<file path="src/rtl/matmul_par.sv">
// matmul_par: computes C = A*B one C element at a time over a single shared
// memory port. Each element streams A[i][k] / B[k][j] read pairs, multiplies
// the low PREC bits of each word and accumulates, then writes C[i][j].
// Optional build macro MATMUL_PAR_ACC_EN enables accumulate mode (C = C + A*B),
// which reads the old C element before writing it back.
module matmul_par #(
  parameter int MEM_AW   = 16,
  parameter int MEM_DW   = 32,
  parameter int DIM_BITS = 16,
  parameter int PREC     = 16
) (
  input  logic                clk,
  input  logic                rst_n,
  input  logic                sm_ena,
  input  logic                go,
  input  logic                acc_mode,
  output logic                busy,
  output logic                done,
  input  logic [MEM_AW-1:0]   aBASE,
  input  logic [MEM_AW-1:0]   bBASE,
  input  logic [MEM_AW-1:0]   cBASE,
  input  logic [DIM_BITS-1:0] aSTRIDE,
  input  logic [DIM_BITS-1:0] bSTRIDE,
  input  logic [DIM_BITS-1:0] cSTRIDE,
  input  logic [DIM_BITS-1:0] aROWS,
  input  logic [DIM_BITS-1:0] aCOLS,
  input  logic [DIM_BITS-1:0] bCOLS,
  output logic                mem_req,
  output logic                mem_write,
  output logic [MEM_AW-1:0]   mem_addr,
  output logic [MEM_DW-1:0]   mem_wdata,
  input  logic                mem_rdata_vld,
  input  logic [MEM_DW-1:0]   mem_rdata
);

  typedef enum logic [3:0] {
    S_IDLE, S_ISSUE_A, S_ISSUE_B, S_DRAIN, S_RD_C, S_WAIT_C, S_WR_C, S_NEXT, S_DONE
  } state_t;

  localparam logic [MEM_AW-1:0]   ADDR_ONE = MEM_AW'(1);
  localparam logic [DIM_BITS-1:0] DIM_ONE  = DIM_BITS'(1);

  state_t state, state_nxt;

  // Latched operation parameters
  logic [DIM_BITS-1:0] a_stride_r, b_stride_r, c_stride_r;
  logic [DIM_BITS-1:0] rows_r, cols_r, ncols_r;
  logic [MEM_AW-1:0]   b_base_r;

  // Loop counters and incremental address pointers
  logic [DIM_BITS-1:0] i_cnt, j_cnt, k_cnt;
  logic [MEM_AW-1:0]   a_row, a_ptr, b_col, b_ptr, c_row, c_ptr;

  // Read-return datapath
  logic [PREC-1:0]     a_word;
  logic [MEM_DW-1:0]   acc;
  logic [DIM_BITS:0]   ret_cnt;
  logic [DIM_BITS:0]   ret_total;
  logic [DIM_BITS:0]   pend;
  logic [MEM_DW-1:0]   wr_data;

  logic dims_zero, last_i, last_j, last_k;
  logic issue_rd, take, elem_start, acc_en;

  // Wrapping address step by a stride (modulo 2^MEM_AW).
  function automatic logic [MEM_AW-1:0] addr_add(input logic [MEM_AW-1:0] base,
                                                 input logic [DIM_BITS-1:0] step);
    return base + MEM_AW'(step);
  endfunction

  // Unsigned multiply-accumulate, wrapping modulo 2^MEM_DW.
  function automatic logic [MEM_DW-1:0] mac(input logic [MEM_DW-1:0] acc_in,
                                            input logic [PREC-1:0]   x,
                                            input logic [PREC-1:0]   y);
    logic [2*PREC-1:0] prod;
    prod = {{PREC{1'b0}}, x} * {{PREC{1'b0}}, y};
    return acc_in + MEM_DW'(prod);
  endfunction

  assign dims_zero = (aROWS == '0) || (aCOLS == '0) || (bCOLS == '0);
  assign last_i    = (i_cnt == rows_r - DIM_ONE);
  assign last_j    = (j_cnt == ncols_r - DIM_ONE);
  assign last_k    = (k_cnt == cols_r - DIM_ONE);
  assign ret_total = {cols_r, 1'b0};
  assign issue_rd  = mem_req && !mem_write;
  // Returns are only accepted against reads this run actually issued, so
  // data still in flight from before a reset is dropped.
  assign take       = mem_rdata_vld && (pend != '0);
  assign elem_start = sm_ena && (((state == S_IDLE) && go) || (state == S_NEXT));
  assign busy       = (state != S_IDLE);
  assign done       = (state == S_DONE);

`ifdef MATMUL_PAR_ACC_EN
  logic              acc_en_r;
  logic [MEM_DW-1:0] c_word;
  logic              c_got;
  assign acc_en  = acc_en_r;
  assign wr_data = acc_en_r ? (acc + c_word) : acc;
`else
  logic unused_inputs;
  assign acc_en        = 1'b0;
  assign wr_data       = acc;
  assign unused_inputs = ^{acc_mode, mem_rdata[MEM_DW-1:PREC]};
`endif

  // State register
  always_ff @(posedge clk or negedge rst_n) begin
    if (!rst_n) state <= S_IDLE;
    else        state <= state_nxt;
  end

  // Next-state and memory-port decode; nothing moves and no access is issued while sm_ena=0
  always_comb begin
    state_nxt = state;
    mem_req   = 1'b0;
    mem_write = 1'b0;
    mem_addr  = '0;
    mem_wdata = '0;
    if (sm_ena) begin
      case (state)
        S_IDLE:    if (go) state_nxt = dims_zero ? S_DONE : S_ISSUE_A;
        S_ISSUE_A: begin
          mem_req   = 1'b1;
          mem_addr  = a_ptr;
          state_nxt = S_ISSUE_B;
        end
        S_ISSUE_B: begin
          mem_req   = 1'b1;
          mem_addr  = b_ptr;
          state_nxt = last_k ? S_DRAIN : S_ISSUE_A;
        end
        S_DRAIN:   if (ret_cnt == ret_total) state_nxt = acc_en ? S_RD_C : S_WR_C;
`ifdef MATMUL_PAR_ACC_EN
        S_RD_C: begin
          mem_req   = 1'b1;
          mem_addr  = c_ptr;
          state_nxt = S_WAIT_C;
        end
        S_WAIT_C:  if (c_got) state_nxt = S_WR_C;
`endif
        S_WR_C: begin
          mem_req   = 1'b1;
          mem_write = 1'b1;
          mem_addr  = c_ptr;
          mem_wdata = wr_data;
          state_nxt = S_NEXT;
        end
        S_NEXT:    state_nxt = (last_i && last_j) ? S_DONE : S_ISSUE_A;
        S_DONE:    state_nxt = S_IDLE;
        default:   state_nxt = S_IDLE;
      endcase
    end
  end

  // Configuration latch, loop counters and incremental address generation
  always_ff @(posedge clk or negedge rst_n) begin
    if (!rst_n) begin
      a_stride_r <= '0; b_stride_r <= '0; c_stride_r <= '0;
      rows_r     <= '0; cols_r     <= '0; ncols_r    <= '0;
      b_base_r   <= '0;
      i_cnt      <= '0; j_cnt      <= '0; k_cnt      <= '0;
      a_row      <= '0; a_ptr      <= '0; b_col      <= '0;
      b_ptr      <= '0; c_row      <= '0; c_ptr      <= '0;
`ifdef MATMUL_PAR_ACC_EN
      acc_en_r   <= 1'b0;
`endif
    end else if (sm_ena) begin
      case (state)
        S_IDLE: if (go) begin
          a_stride_r <= aSTRIDE; b_stride_r <= bSTRIDE; c_stride_r <= cSTRIDE;
          rows_r     <= aROWS;   cols_r     <= aCOLS;   ncols_r    <= bCOLS;
          b_base_r   <= bBASE;
          i_cnt      <= '0; j_cnt <= '0; k_cnt <= '0;
          a_row      <= aBASE; a_ptr <= aBASE;
          b_col      <= bBASE; b_ptr <= bBASE;
          c_row      <= cBASE; c_ptr <= cBASE;
`ifdef MATMUL_PAR_ACC_EN
          acc_en_r   <= acc_mode;
`endif
        end
        S_ISSUE_A: a_ptr <= a_ptr + ADDR_ONE;
        S_ISSUE_B: begin
          b_ptr <= addr_add(b_ptr, b_stride_r);
          k_cnt <= last_k ? '0 : k_cnt + DIM_ONE;
        end
        S_NEXT: begin
          if (last_j) begin
            j_cnt <= '0;
            i_cnt <= i_cnt + DIM_ONE;
            a_row <= addr_add(a_row, a_stride_r);
            a_ptr <= addr_add(a_row, a_stride_r);
            b_col <= b_base_r;
            b_ptr <= b_base_r;
            c_row <= addr_add(c_row, c_stride_r);
            c_ptr <= addr_add(c_row, c_stride_r);
          end else begin
            j_cnt <= j_cnt + DIM_ONE;
            a_ptr <= a_row;
            b_col <= b_col + ADDR_ONE;
            b_ptr <= b_col + ADDR_ONE;
            c_ptr <= c_ptr + ADDR_ONE;
          end
        end
        default: ;
      endcase
    end
  end

  // Read-return capture: pairs A then B into the accumulator; runs regardless of sm_ena
  always_ff @(posedge clk or negedge rst_n) begin
    if (!rst_n) begin
      a_word  <= '0;
      acc     <= '0;
      ret_cnt <= '0;
      pend    <= '0;
`ifdef MATMUL_PAR_ACC_EN
      c_word  <= '0;
      c_got   <= 1'b0;
`endif
    end else begin
      if (issue_rd && !take)      pend <= pend + 1'b1;
      else if (!issue_rd && take) pend <= pend - 1'b1;
      if (take) begin
        if (ret_cnt != ret_total) begin
          if (!ret_cnt[0]) a_word <= mem_rdata[PREC-1:0];
          else             acc    <= mac(acc, a_word, mem_rdata[PREC-1:0]);
          ret_cnt <= ret_cnt + 1'b1;
        end
`ifdef MATMUL_PAR_ACC_EN
        else begin
          c_word <= mem_rdata;
          c_got  <= 1'b1;
        end
`endif
      end
      if (elem_start) begin
        acc     <= '0;
        ret_cnt <= '0;
`ifdef MATMUL_PAR_ACC_EN
        c_got   <= 1'b0;
`endif
      end
    end
  end

endmodule

</file>
<file path="config.mk">
export PLATFORM = sky130hd
export DESIGN_NAME = matmul_par
export DESIGN_NICKNAME = d
export VERILOG_FILES = /design/src/rtl/matmul_par.sv
export SDC_FILE = /design/constraint.sdc
export NUM_CORES = 2
export LEC_CHECK = 0
export ABC_AREA = 1
export CORE_MARGIN = 2
export CORE_UTILIZATION = 66
export CTS_CLUSTER_DIAMETER = 100
export CTS_CLUSTER_SIZE = 8
export DETAILED_ROUTE_END_ITERATION = 8
export GPL_ROUTABILITY_DRIVEN = 0
export GPL_TIMING_DRIVEN = 0
export PLACE_DENSITY = 0.89
export SYNTH_ARGS = -nofsm -noshare
export SYNTH_HDL_FRONTEND = slang
export SYNTH_SLANG_ARGS = --single-unit
</file>
<file path="constraint.sdc">
create_clock -name clk -period 10.15 [get_ports clk]
set_clock_uncertainty 0.15 [all_clocks]
set_input_delay 1.015 -clock clk [delete_from_list [all_inputs] [get_ports clk]]
set_output_delay 1.015 -clock clk [all_outputs]
set_load 0.05 [all_outputs]
</file>
# Yosys cells after proc, flatten, opt, wreduce, memory -nomap -nowiden
# Index checks and enable logic that the tools add are counted.
# Widths: inputs -> output; s select.
# word_totals
regBits	342
# op_classes
n_addsub	16
n_mux	43
bitwise	1
mul	1
reduce_logical	38
eq_ne	14
# ops
op	n
$pmux 16 s2	7
$mux 16	12
$mux 32	6
$pmux 16 s3	3
$add 16x1->16 const B	6
$mux 17	5
$add 16x16->16	3
$eq 16x16->1	3
$logic_not 16->1	3
$sub 16x1->16 const B	3
$add 17x1->17 const B	2
$add 32x32->32	1
$mul 16x16->32	1
$pmux 4 s6	1
$reduce_and 3->1	8
$eq 17x17->1	1
$ne 17x17->1	1
$reduce_bool 17->1	1
$sub 17x1->17 const B	1
$mux 4	4
$reduce_bool 2->1	6
$eq 4x2->1 const B	2
$eq 4x3->1 const B	2
$logic_and 1x1->1	7
14 further kinds	24

# Depth between registers and ports, before layout
# logic_depth
ltp_word	9
depth_mapped	28

# Worst setup path after synthesis
# OpenSTA, ideal clock, no wires.
# synth_timing
kind	input -> register
from	input mem_rdata[1]
to	register acc[31]
arrival_ps	6106
cell_stages	24
required_ps	9879
setup_slack_ps	3773
path_cell_list	clkbuf_1 -> clkbuf_1 -> nand2_1 -> fa_1 -> fa_1 -> fa_1 -> fa_1 -> inv_1 -> fa_1 -> inv_1 -> fa_1 -> inv_1 -> ha_1 -> nand2_1 -> nor2_1 -> inv_1 -> o21ai_0 -> nand2_1 -> nand2_1 -> nand4_1 -> nand2_1 -> nand2_1 -> nand2_1 -> o21ai_1
# synth_via
elab_chain_len	6
# synth_rtl
item	line	source
start: declaration	33	input logic [MEM_DW-1:0] mem_rdata
$mul 16x16->32	76	prod = {{PREC{1'b0}}, x} * {{PREC{1'b0}}, y};
$add 32x32->32	77	return acc_in + MEM_DW'(prod);
$mux 32	225	if (!ret_cnt[0]) a_word <= mem_rdata[PREC-1:0];
$mux 32	224	if (ret_cnt != ret_total) begin
$mux 32	223	if (take) begin
$mux 32	236	if (elem_start) begin
end signal: assignment	226	else acc <= mac(acc, a_word, mem_rdata[PREC-1:0]);
end: declaration	56	logic [MEM_DW-1:0] acc;
# No other way between the ends. The select of a mux whose other input is x is not followed.
# A chain may end at the register's enable or synchronous reset.

# Worst setup path in the final report
# layout_timing
from	input mem_rdata[6]
to	register acc[31]
# The elaborated chain is that of the path after synthesis.

==> flow_metrics.tcl <==
set metrics [dict create \
    track_usage_pct 39.5 \
    synth_common_cells "nand2_1, inv_1, nor2_1" \
    top_usage_layer "met2" \
    drive_gt1_share_pct 4.21 \
    clock_latency_ps 620 \
    clk_path_buf_depth 3 \
    fin_tns_setup_ps 0 \
    synth_area_sq_mm 0.0320 \
    met1_usage_pct 50.8 \
    end_kind "register" \
    cpPeakStageDelay_ps 700 \
    synthToLayoutAreaGrowth_pct 12.9 \
    timing.rr.end "acc[31]" \
    ctsRootBufferMaster "clkbuf_16" \
    netlist.area_leader.share_pct 26.8 \
    cp_common_cell "nand2_1" \
    drv_cap 0 \
    fin_cells 5200 \
    via_per_inst 5.95 \
    die_x_um 224 \
    critical_path_arrival_ps 7590 \
    syn_nets 4906 \
    vias 30900 \
    wire_per_inst_um 19.0 \
    setup_viol 0 \
    grt_pass1_vias 30200 \
    cp_top_family "adder cells" \
    use_met3_pct 10.2 \
    critical_path.max_fanout 10 \
    whs_ps 210 \
    fin_crit_sh_pct 71.4 \
    ant_nets 0 \
    met2_usage_pct 61.0 \
    hold_path_class "input pin to async pin" \
    grt_overflow 0 \
    avgSynthCellArea_sq_um 7.39 \
    cp-start-kind "input pin" \
    cts_max_level 2 \
    required_ps 10490 \
    postCtsSetupRepairBufs 0 \
    drc_errors 0 \
    r2r_slack_ps 2950 \
    fin_crit_ps 7250 \
    grt_pass1_wl_um 156000 \
    drtIter0Drc 4068 \
    firstDrtPassIters 7 \
    reg2reg_from "a_word[7]" \
    rows 80 \
    dieArea_sq_mm 0.0502 \
    ios 234 \
    synth_edf_count 0 \
    dp.final_hpwl_um 76000 \
    postRouteWirelength_um 98600 \
    status "finished clean" \
    antenna_found_initial 10 \
    crit_type "input pin to register" \
    grt_max_degree 110 \
    fmax_mhz 138 \
    path_clk_slew_ps 50 \
    synth_ff_type "dfrtp_1" \
    drv_slew 0 \
    ys_async_sr_fraction_pct 100 \
    die_y_um 224 \
    hold_viol 0 \
    crit_buf_inv 8 \
    ys_seq_area_share_pct 26.8 \
    crit_slowest_cell "o21ai_0" \
    worst_pin_slew_ps 963 \
    reg2regPathDepth 24 \
    dp.cells 5142 \
    cts_buffers 48 \
    ys_types 53 \
    io_buffer_count 199 \
    syn_inst 4325 \
    tritoncts "built" \
    cts.sinks 342 \
    start_util_pct 66.9 \
    ys_top_cells_by_area "dfrtp_1, fa_1, nand2_1, inv_1, ha_1" \
    yosysWarnings 0 \
    synth_top_cell_by_area "dfrtp_1" \
    finalWorstSetupSlack_ps 2900 \
    ys_seq_elements 342 \
    ctsHoldBuffers 0 \
    detailedPlace.worstSlack_ps 2540 \
    fp.coreArea_sq_mm 0.0477 \
    rsz0062_at_grt "no" \
    fin_nets 5158 \
    slew_headroom_pct 35.6 \
    cts_resized 0 \
    synth_most_common_cell "nand2_1" \
]
-- registers in the layout, summed over array words and instances, names as in the netlist --
name	flops
k_cnt	16
pend	17
b_col	16
b_base_r	16
cols_r	16
rows_r	16
c_row	16
a_ptr	16
acc	32
a_stride_r	16
c_stride_r	16
c_ptr	16
i_cnt	16
j_cnt	16
a_word	16
ncols_r	16
b_stride_r	16
ret_cnt	17
state	4
b_ptr	16
a_row	16
-- how the worst max path moves through the flow --
stage / from / to / slack [ps] / cells after the start
after floorplan: mem_rdata[1] / acc[31] / 3770 / 24
after global placement: rst_n / a_word[12] / -7180 / 1
after detailed placement: mem_rdata[6] / acc[31] / 2540 / 26
after CTS: mem_rdata[6] / acc[31] / 3130 / 26
after global routing: mem_rdata[6] / acc[31] / 2720 / 26
final: mem_rdata[6] / acc[31] / 2900 / 26
-- cell families after synthesis --
group                      after synthesis  share of synthesized area (%)
AOI/OAI and AO/OA                      565                           9.87
adders and majority gates              399                           21.0
xor gates and xnor gates               181                           5.09
and+or+nand+nor                       1797                           23.3
buffers and inverters                  978                           11.7
muxes                                   63                           2.22
DFF                                    342                           26.8
-- worst register-to-register path, stage by stage, from the launching register on --
cell and delay, ps:
dfrtp_1 320, clkbuf_1 440, clkbuf_1 590, nand2_1 200, fa_1 550, fa_1 510
fa_1 530, fa_1 590, inv_1 60, fa_1 470, inv_1 50, fa_1 490
inv_1 50, ha_1 350, nand2_1 120, nor2_1 120, inv_1 40, o21ai_0 700
nand2_1 120, nand2_1 190, nand4_1 120, nand2_1 140, nand2_1 70, nand2_1 60
o21ai_1 60
-- final cells by class --
class,instances,area (sq um)
diodes,5,12.5
plain buffers,167,704
clock buffers,50,1210
clock inverters,3,47.5
fillers,3451,11700
inverters,811,3040
multi-input cells,3005,19600
flip-flops and latches,342,8560
well taps,615,769
repair buffers,202,2080
-- per-layer routing --
| layer | vias up | share of wire, % |
|---|---|---|
| met1 | 14400 | 37 |
| met2 | 2087 | 44 |
| li1 | 13900 | - |
| met3 | 498 | 13 |
| met4 | 6 | 6.5 |
| met5 | - | 0.038 |
-- cells in the final DEF, fill, tap and decap left out, types with 48 or more instances in the layout --
cell type        instances
nand2_1               1058
inv_1                  799
nor2_1                 364
dfrtp_1                342
a21oi_1                251
fa_1                   229
nand3_1                201
clkdlybuf4s50_1        198
ha_1                   170
o21ai_0                163
clkbuf_1               129
xor2_1                 122
mux2_2                  63
xnor2_1                 56
nor3_1                  55
clkbuf_16               48
-- stage by stage --
stage               instance area, sq um  utilization, %
floorplan                          32000               -
global placement                   34700            72.7
finish                             36100            75.6
detailed placement                 34800            72.9
CTS                                36100            75.5
global route                       36100            75.6
Power is not shown: default switching activity piles up to over one toggle a cycle in this logic, so the estimate is an artifact.
